[config.mk]
export PLATFORM = sky130hd
export DESIGN_NAME = row_fetch_flat
export DESIGN_NICKNAME = d
export VERILOG_FILES = /design/src/rtl/dcnn_pkg.sv /design/src/rtl/row_fetch_if.sv /design/src/rtl/row_pack_shift.sv /design/src/rtl/row_fetch.sv /design/src/flat_wrapper.sv
export SDC_FILE = /design/constraint.sdc
export NUM_CORES = 1
export LEC_CHECK = 0
export CORE_UTILIZATION = 46
export DETAILED_ROUTE_END_ITERATION = 7
export PLACE_DENSITY_LB_ADDON = 0.05
export RECOVER_POWER = 50
export SLEW_MARGIN = 20
export SYNTH_ARGS = -nofsm -noshare
export SYNTH_HDL_FRONTEND = slang
export SYNTH_SLANG_ARGS = --single-unit
export TNS_END_PERCENT = 10
[constraint.sdc]
create_clock -name clk -period 2 [get_ports clk]
set_input_delay 0.4 -clock clk [delete_from_list [all_inputs] [get_ports clk]]
set_output_delay 0.4 -clock clk [all_outputs]
set_load 0.05 [all_outputs]
[src/rtl/dcnn_pkg.sv]
// dcnn_pkg: definitions shared by the image DMA writer and the row fetcher.
// Holds the row/block geometry defaults, so both sides pack and unpack rows
// identically, and the state encoding of the row fetch FSM.
package dcnn_pkg;

  localparam int ROW_SIZE   = 16;  // assembled row width in bits
  localparam int BLOCK_SIZE = 4;   // RAM word width in bits
  localparam int ADDR_WIDTH = 16;  // RAM address width

  typedef enum logic [1:0] {
    IDLE  = 2'd0,
    READ  = 2'd1,
    DRAIN = 2'd2,
    VALID = 2'd3
  } fetch_state_e;

endpackage

[src/rtl/row_fetch_if.sv]
// row_fetch_if: read/write port of the shared image RAM.
//   ram_enable   request strobe        (master -> slave)
//   ram_write    write select          (master -> slave)
//   ram_address  word address          (master -> slave)
//   ram_data     read data, valid the cycle after a request (slave -> master)
interface row_fetch_if
  import dcnn_pkg::*;
#(
  parameter int addrWidth = ADDR_WIDTH,
  parameter int blockSize = BLOCK_SIZE
);

  logic                 ram_enable;
  logic                 ram_write;
  logic [addrWidth-1:0] ram_address;
  logic [blockSize-1:0] ram_data;

  modport master (output ram_enable, output ram_write, output ram_address, input ram_data);
  modport slave  (input ram_enable, input ram_write, input ram_address, output ram_data);

endinterface

[src/rtl/row_pack_shift.sv]
// row_pack_shift: slot register that assembles a row from RAM blocks.
//   clk   clock
//   clr   synchronous clear of every slot
//   load  write din into slot idx this edge
//   idx   slot index; slot 0 is the least-significant block of row
//   din   block data
//   row   all slots, concatenated
// Unloaded slots keep their previous contents.
module row_pack_shift #(
  parameter int blockSize = 4,
  parameter int slots     = 4,
  parameter int idxWidth  = 2
) (
  input  logic                       clk,
  input  logic                       clr,
  input  logic                       load,
  input  logic [idxWidth-1:0]        idx,
  input  logic [blockSize-1:0]       din,
  output logic [slots*blockSize-1:0] row
);

  logic [slots-1:0][blockSize-1:0] row_q;
  logic [slots-1:0][blockSize-1:0] row_d;

  always_comb begin
    row_d = row_q;
    if (load) row_d[idx] = din;
  end

  always_ff @(posedge clk) begin
    if (clr) row_q <= '0;
    else     row_q <= row_d;
  end

  assign row = row_q;

endmodule

[src/rtl/row_fetch.sv]
// row_fetch: reads rowSize/blockSize consecutive RAM words starting at
// start_address and reassembles them into one row (lowest address in the
// least-significant block), then offers the row on a valid/ready handshake.
//   clk, rst       clock, synchronous active-high reset
//   start          fetch request, accepted only while busy=0
//   start_address  address of block 0, sampled with an accepted start
//   busy           high from the accepting edge until handoff
//   ram            RAM master port (read-only use)
//   row_out        assembled row, qualified by row_valid
//   row_valid      row complete; held until row_ready
//   row_ready      consumer accepts the row
//   next_address   last read address + 1 of the most recent complete row
module row_fetch
  import dcnn_pkg::*;
#(
  parameter int rowSize   = ROW_SIZE,
  parameter int blockSize = BLOCK_SIZE,
  parameter int addrWidth = ADDR_WIDTH
) (
  input  logic                 clk,
  input  logic                 rst,
  input  logic                 start,
  input  logic [addrWidth-1:0] start_address,
  output logic                 busy,
  row_fetch_if.master          ram,
  output logic [rowSize-1:0]   row_out,
  output logic                 row_valid,
  input  logic                 row_ready,
  output logic [addrWidth-1:0] next_address
);

  localparam int N     = rowSize / blockSize;
  localparam int CNT_W = $clog2(N + 1);
  localparam int IDX_W = (N > 1) ? $clog2(N) : 1;

  if ((rowSize % blockSize) != 0 || N < 1) begin : g_bad_geometry
    $error("row_fetch: rowSize must be a positive multiple of blockSize");
  end

  fetch_state_e         state_q, state_d;
  logic [addrWidth-1:0] base_q, base_d;
  logic [CNT_W-1:0]     issue_q, issue_d;   // requests issued so far
  logic [CNT_W-1:0]     cap_q, cap_d;       // words captured so far
  logic                 ram_en_q, ram_en_d;
  logic [addrWidth-1:0] ram_addr_q, ram_addr_d;
  logic                 data_vld_q, data_vld_d;
  logic                 busy_q, busy_d;
  logic                 row_valid_q, row_valid_d;
  logic [addrWidth-1:0] next_addr_q, next_addr_d;
  logic                 load;

  always_comb begin
    state_d     = state_q;
    base_d      = base_q;
    issue_d     = issue_q;
    cap_d       = cap_q;
    ram_en_d    = ram_en_q;
    ram_addr_d  = ram_addr_q;
    busy_d      = busy_q;
    row_valid_d = row_valid_q;
    next_addr_d = next_addr_q;
    // RAM answers one cycle after each request, so a returning word is
    // flagged by the previous cycle's request strobe.
    data_vld_d  = ram_en_q;
    load        = data_vld_q;

    if (data_vld_q) cap_d = cap_q + 1'b1;

    unique case (state_q)
      IDLE: begin
        if (start) begin
          // First request goes out together with the state change.
          base_d     = start_address;
          issue_d    = CNT_W'(1);
          cap_d      = '0;
          ram_en_d   = 1'b1;
          ram_addr_d = start_address;
          busy_d     = 1'b1;
          state_d    = READ;
        end
      end
      READ: begin
        if (issue_q == CNT_W'(N)) begin
          ram_en_d = 1'b0;
          state_d  = DRAIN;
        end else begin
          ram_addr_d = base_q + addrWidth'(issue_q);
          issue_d    = issue_q + 1'b1;
        end
      end
      DRAIN: begin
        if (data_vld_q && cap_q == CNT_W'(N - 1)) begin
          row_valid_d = 1'b1;
          next_addr_d = base_q + addrWidth'(N);
          state_d     = VALID;
        end
      end
      VALID: begin
        // A start arriving with row_ready is dropped: we only leave VALID here.
        if (row_ready) begin
          row_valid_d = 1'b0;
          busy_d      = 1'b0;
          state_d     = IDLE;
        end
      end
      default: state_d = IDLE;
    endcase
  end

  always_ff @(posedge clk) begin
    if (rst) begin
      state_q     <= IDLE;
      base_q      <= '0;
      issue_q     <= '0;
      cap_q       <= '0;
      ram_en_q    <= 1'b0;
      ram_addr_q  <= '0;
      data_vld_q  <= 1'b0;
      busy_q      <= 1'b0;
      row_valid_q <= 1'b0;
      next_addr_q <= '0;
    end else begin
      state_q     <= state_d;
      base_q      <= base_d;
      issue_q     <= issue_d;
      cap_q       <= cap_d;
      ram_en_q    <= ram_en_d;
      ram_addr_q  <= ram_addr_d;
      data_vld_q  <= data_vld_d;
      busy_q      <= busy_d;
      row_valid_q <= row_valid_d;
      next_addr_q <= next_addr_d;
    end
  end

  // Capture stage: returning word lands in the slot given by the capture count.
  row_pack_shift #(
    .blockSize (blockSize),
    .slots     (N),
    .idxWidth  (IDX_W)
  ) u_pack (
    .clk  (clk),
    .clr  (rst),
    .load (load),
    .idx  (cap_q[IDX_W-1:0]),
    .din  (ram.ram_data),
    .row  (row_out)
  );

  assign ram.ram_enable  = ram_en_q;
  assign ram.ram_write   = 1'b0;
  assign ram.ram_address = ram_addr_q;
  assign busy            = busy_q;
  assign row_valid       = row_valid_q;
  assign next_address    = next_addr_q;

endmodule
[src/flat_wrapper.sv]
// flat-port wrapper written by rule: the top's interface ports become plain ports
module row_fetch_flat import dcnn_pkg::*;
#(
  parameter int rowSize   = ROW_SIZE,
  parameter int blockSize = BLOCK_SIZE,
  parameter int addrWidth = ADDR_WIDTH
)
  (clk, rst, start, start_address, busy, row_out, row_valid, row_ready, next_address, ram_ram_enable, ram_ram_write, ram_ram_address, ram_ram_data);
  row_fetch_if #(.addrWidth(addrWidth), .blockSize(blockSize)) ram_i ();
  input  logic clk;
  input  logic rst;
  input  logic start;
  input  logic [addrWidth-1:0] start_address;
  output logic busy;
  output logic [rowSize-1:0] row_out;
  output logic row_valid;
  input  logic row_ready;
  output logic [addrWidth-1:0] next_address;
  output wire logic [$bits(ram_i.ram_enable)-1:0] ram_ram_enable;
  output wire logic [$bits(ram_i.ram_write)-1:0] ram_ram_write;
  output wire logic [$bits(ram_i.ram_address)-1:0] ram_ram_address;
  input wire logic [$bits(ram_i.ram_data)-1:0] ram_ram_data;
  assign ram_ram_enable = ram_i.ram_enable;
  assign ram_ram_write = ram_i.ram_write;
  assign ram_ram_address = ram_i.ram_address;
  assign ram_i.ram_data = ram_ram_data;
  row_fetch #(.rowSize(rowSize), .blockSize(blockSize), .addrWidth(addrWidth)) u_core (.clk(clk), .rst(rst), .start(start), .start_address(start_address), .busy(busy), .ram(ram_i), .row_out(row_out), .row_valid(row_valid), .row_ready(row_ready), .next_address(next_address));
endmodule
==> summary.txt <==
DRT Pass-1 Iters - 4
Core Rows - 32
Final Hold Viols - 0
CTS buffer count - 9
RSZ-0062 raised after global routing - false
H-tree level count - 3
R2R Setup Slk - 0.07 ns
Synthesis-stage register bit count - 76
Synth Area in XOR/XNOR - 4.564%
Async set-reset flop share out of synthesis - 0%
Slowest CP cell - clkdlybuf4s50_1
Clk Latency, worst-skew pair - 0.36 ns
Commonest non-fill, non-tap cells in the layout - 80 x nand2_1, 74 x dfxtp_1, 72 x clkdlybuf4s50_1
Worst Skew - 0.004705 ns
Global route total overflow - 0
WHS Path Cells - 2
Setup TNS after final layout - 0 ns
Via count - 3503
Post-synth top area share - 41.73%
Yosys warns - 0
Top cells by area, synth - dfxtp_1 42%, nand2_1 8.2%, a21oi_1 8.1%
Synth Cell Area - 0.003646 sq mm
Compound-Gate Fraction of Synth Area - 18.22%
Min cycle time layout - 1.954 ns
Synth Area in Simple Gates - 22.44%
Synthesis-to-layout area growth - 35.24%
P per Cell Area - 1150 mW/mm^2
Core area - 0.007687 sq mm
Net Count, Synth - 492
Total chip power - 5.672 mW
Worst R2R Path Depth - 7
Layout cells sized above 1 - 12.07%
Die area - 0.008286 sq mm
CP max stage delay - 0.82 ns
Root Buffer - clkbuf_8
WL final - 9801 microns
Die width - 91.03 microns
Crit share post-route - 97.69%
Die height - 91.03 microns
Initial Utilization - 47.43%
Worst EP required - 1.60 ns
DR iter-0 viols - 141
Initial antenna violation count - 0
Sequential cell area fraction in the yosys report - 41.73%
Worst Hold Class - flip-flop to flip-flop
Critical Path AT - 1.55 ns
Status - complete, no violations
Largest family of logic cells by synthesized area - simple AND/OR/NAND/NOR gates
Worst-Margin Slew - 0.5900 ns
Port Buffers - 74
Clock Pin Slew Worst Setup and Hold Paths - 0.08 ns
Synth Area in Adders - 6.040%
R2r endpoint - u_core.ram.ram_address[14]
Dominant cell type by area after synthesis - dfxtp_1
Setup crit end kind - primary output
Number of enable flip-flop cells after synthesis - 0
CP Max Fanout - 3
Largest net degree at the start of global routing - 70
Max-slew violation count - 0
Hold path startpoint - u_core.ram.ram_address[2]
RePlAce Congestion - 0.9335
Post-CTS Hold Fix Bufs - 0
Kind of critical path - flip-flop to primary output
Drt wl/cell - 15.10 microns
FILL cells - 699
Detailed Place HPWL - 7097 microns
Hold Path End - u_core.ram.ram_address[2]
Mapped Cells - 451
Vias per inst - 5.398
Hold slack - 0.4571 ns
Crit-path leading delay family - buffers and inverters
Sink Count - 76
Total track usage - 25.11%
CTS tree - yes
Final Net Count - 583
Setup-failing EPs final - 0
CTS Buffer Depth - 2
R2R Path Start - u_core.issue_q[0]
CP Buf/Inv Count - 1
Multiplexer share of the synthesized area - 1.682%
Post-route DRC - 0
Max rail drop VDD - 0.0005660 V
Vias in the first global route - 3422
# diodes - 0
Post-DRT Antenna Nets - 0
Leakage - 1.746 nW
Top_reg_cell synth - dfxtp_1
Most common cell after layout, fill and taps aside - nand2_1
CP Launch Type - flip-flop
Max-Cap Viols - 0
Maximum clock rate - 511.8 MHz
Syn Area/Cell - 8.084 sq um
First-pass GRT wire length - 16480 microns
CP Cell Sequence - clkdlybuf4s50_1
I/O pins - 76
Synth unique cells - 47
Worst slew margin - 60.84%
-- cell type report --
cell class	count	area, sq um	area share (%)
Multi-Input combinational cell	330	1969	39.94
Timing Repair Buffer	113	1032	20.93
Tap cell	102	127.6	2.588
Clock buffer	10	137.6	2.791
Clock inverter	6	95.09	1.928
Sequential cell	76	1524	30.91
Inverter	12	45.04	0.9135
-- worst max-delay path by stage --
stage	startpoint	end	depth (start not counted)
finish	u_core.ram.ram_address[15]	ram_ram_address[15]	1
global route	u_core.ram.ram_address[15]	ram_ram_address[15]	1
CTS	u_core.base_q[0]	u_core.ram.ram_address[14]	7
detailed placement	u_core.issue_q[0]	u_core.ram.ram_address[14]	7
global placement	start	u_core.ram.ram_address[13]	5
floorplan	u_core.issue_q[0]	u_core.ram.ram_address[4]	6
-- stage by stage --
step	instances	util (%)	area [sq um]	setup WS (ns)
5_1_grt	649	64.14	4931	0.001375
4_1_cts	648	63.93	4915	0.01311
2_1_floorplan	451	-	3646	0.008829
3_5_place_dp	631	60.68	4664	-0.02125
3_3_place_gp	631	60.68	4664	0.02609
6_report	649	64.14	4931	0.04616
-- synthesized netlist by cell type (2+ instances only) --
cell type	n
nand2_1	80
dfxtp_1	76
a21oi_1	59
nand3_1	29
nor2_1	18
xnor2_1	17
ha_1	16
clkbuf_1	14
o21ai_0	14
inv_1	12
nor3_1	11
a211oi_1	10
buf_2	10
and3_1	9
o211ai_1	8
buf_1	6
a31oi_1	5
mux2i_1	5
nor4_1	5
o22ai_1	5
or3_1	5
nor2b_1	3
a22oi_1	2
and2_1	2
buf_4	2
nand4_1	2
nor3b_1	2
o41ai_1	2
or2_2	2
or4_1	2
xor2_1	2
-- registers in the layout (all words and copies together) (netlist names), 2 cells and up --
register / cells
u_core.cap_q: 3
u_core.issue_q: 3
u_core.next_address: 16
u_core.ram.ram_address: 16
u_core.state_q: 2
u_core.base_q: 16
u_core.u_pack.row: 16
-- power by group --
part	leakage, nW	internal [mW]	switching, mW
logic	1.02	0.906	1.44
clock network	0.111	0.750	0.628
registers	0.620	1.75	0.194
-- metal layers --
layer	up-vias	global-route usage [%]	wire length (microns)	part of all wire, %
li1	1749	-	-	-
met1	1652	31.01	4385	45
met2	84	43.12	4846	49
met3	18	4.188	346	3.5
met4	0	10.58	223	2.3
met5	-	0	0	0
-- what timing repair did --
| item | 4_1_cts | 5_1_grt |
|---|---|---|
| pin swaps | 1 | 2 |
| resized for setup | 4 | 5 |
| setup endpoints to repair | 1 | 1 |
| setup buffers | 1 | 1 |
-- cell families (layout without fill, tap and decap cells) --
| group | after synthesis | after routing |
|---|---|---|
| AOI/OAI and AO/OA | 112 | 112 |
| adders and majority gates | 17 | 17 |
| buffers and inverters | 45 | 141 |
| muxes | 6 | 6 |
| and+or+nand+nor | 175 | 175 |
| xor gates and xnor gates | 19 | 19 |
| DFF | 76 | 76 |
| other | 1 | 1 |
Note: power is estimated with default switching activity, not from simulation.
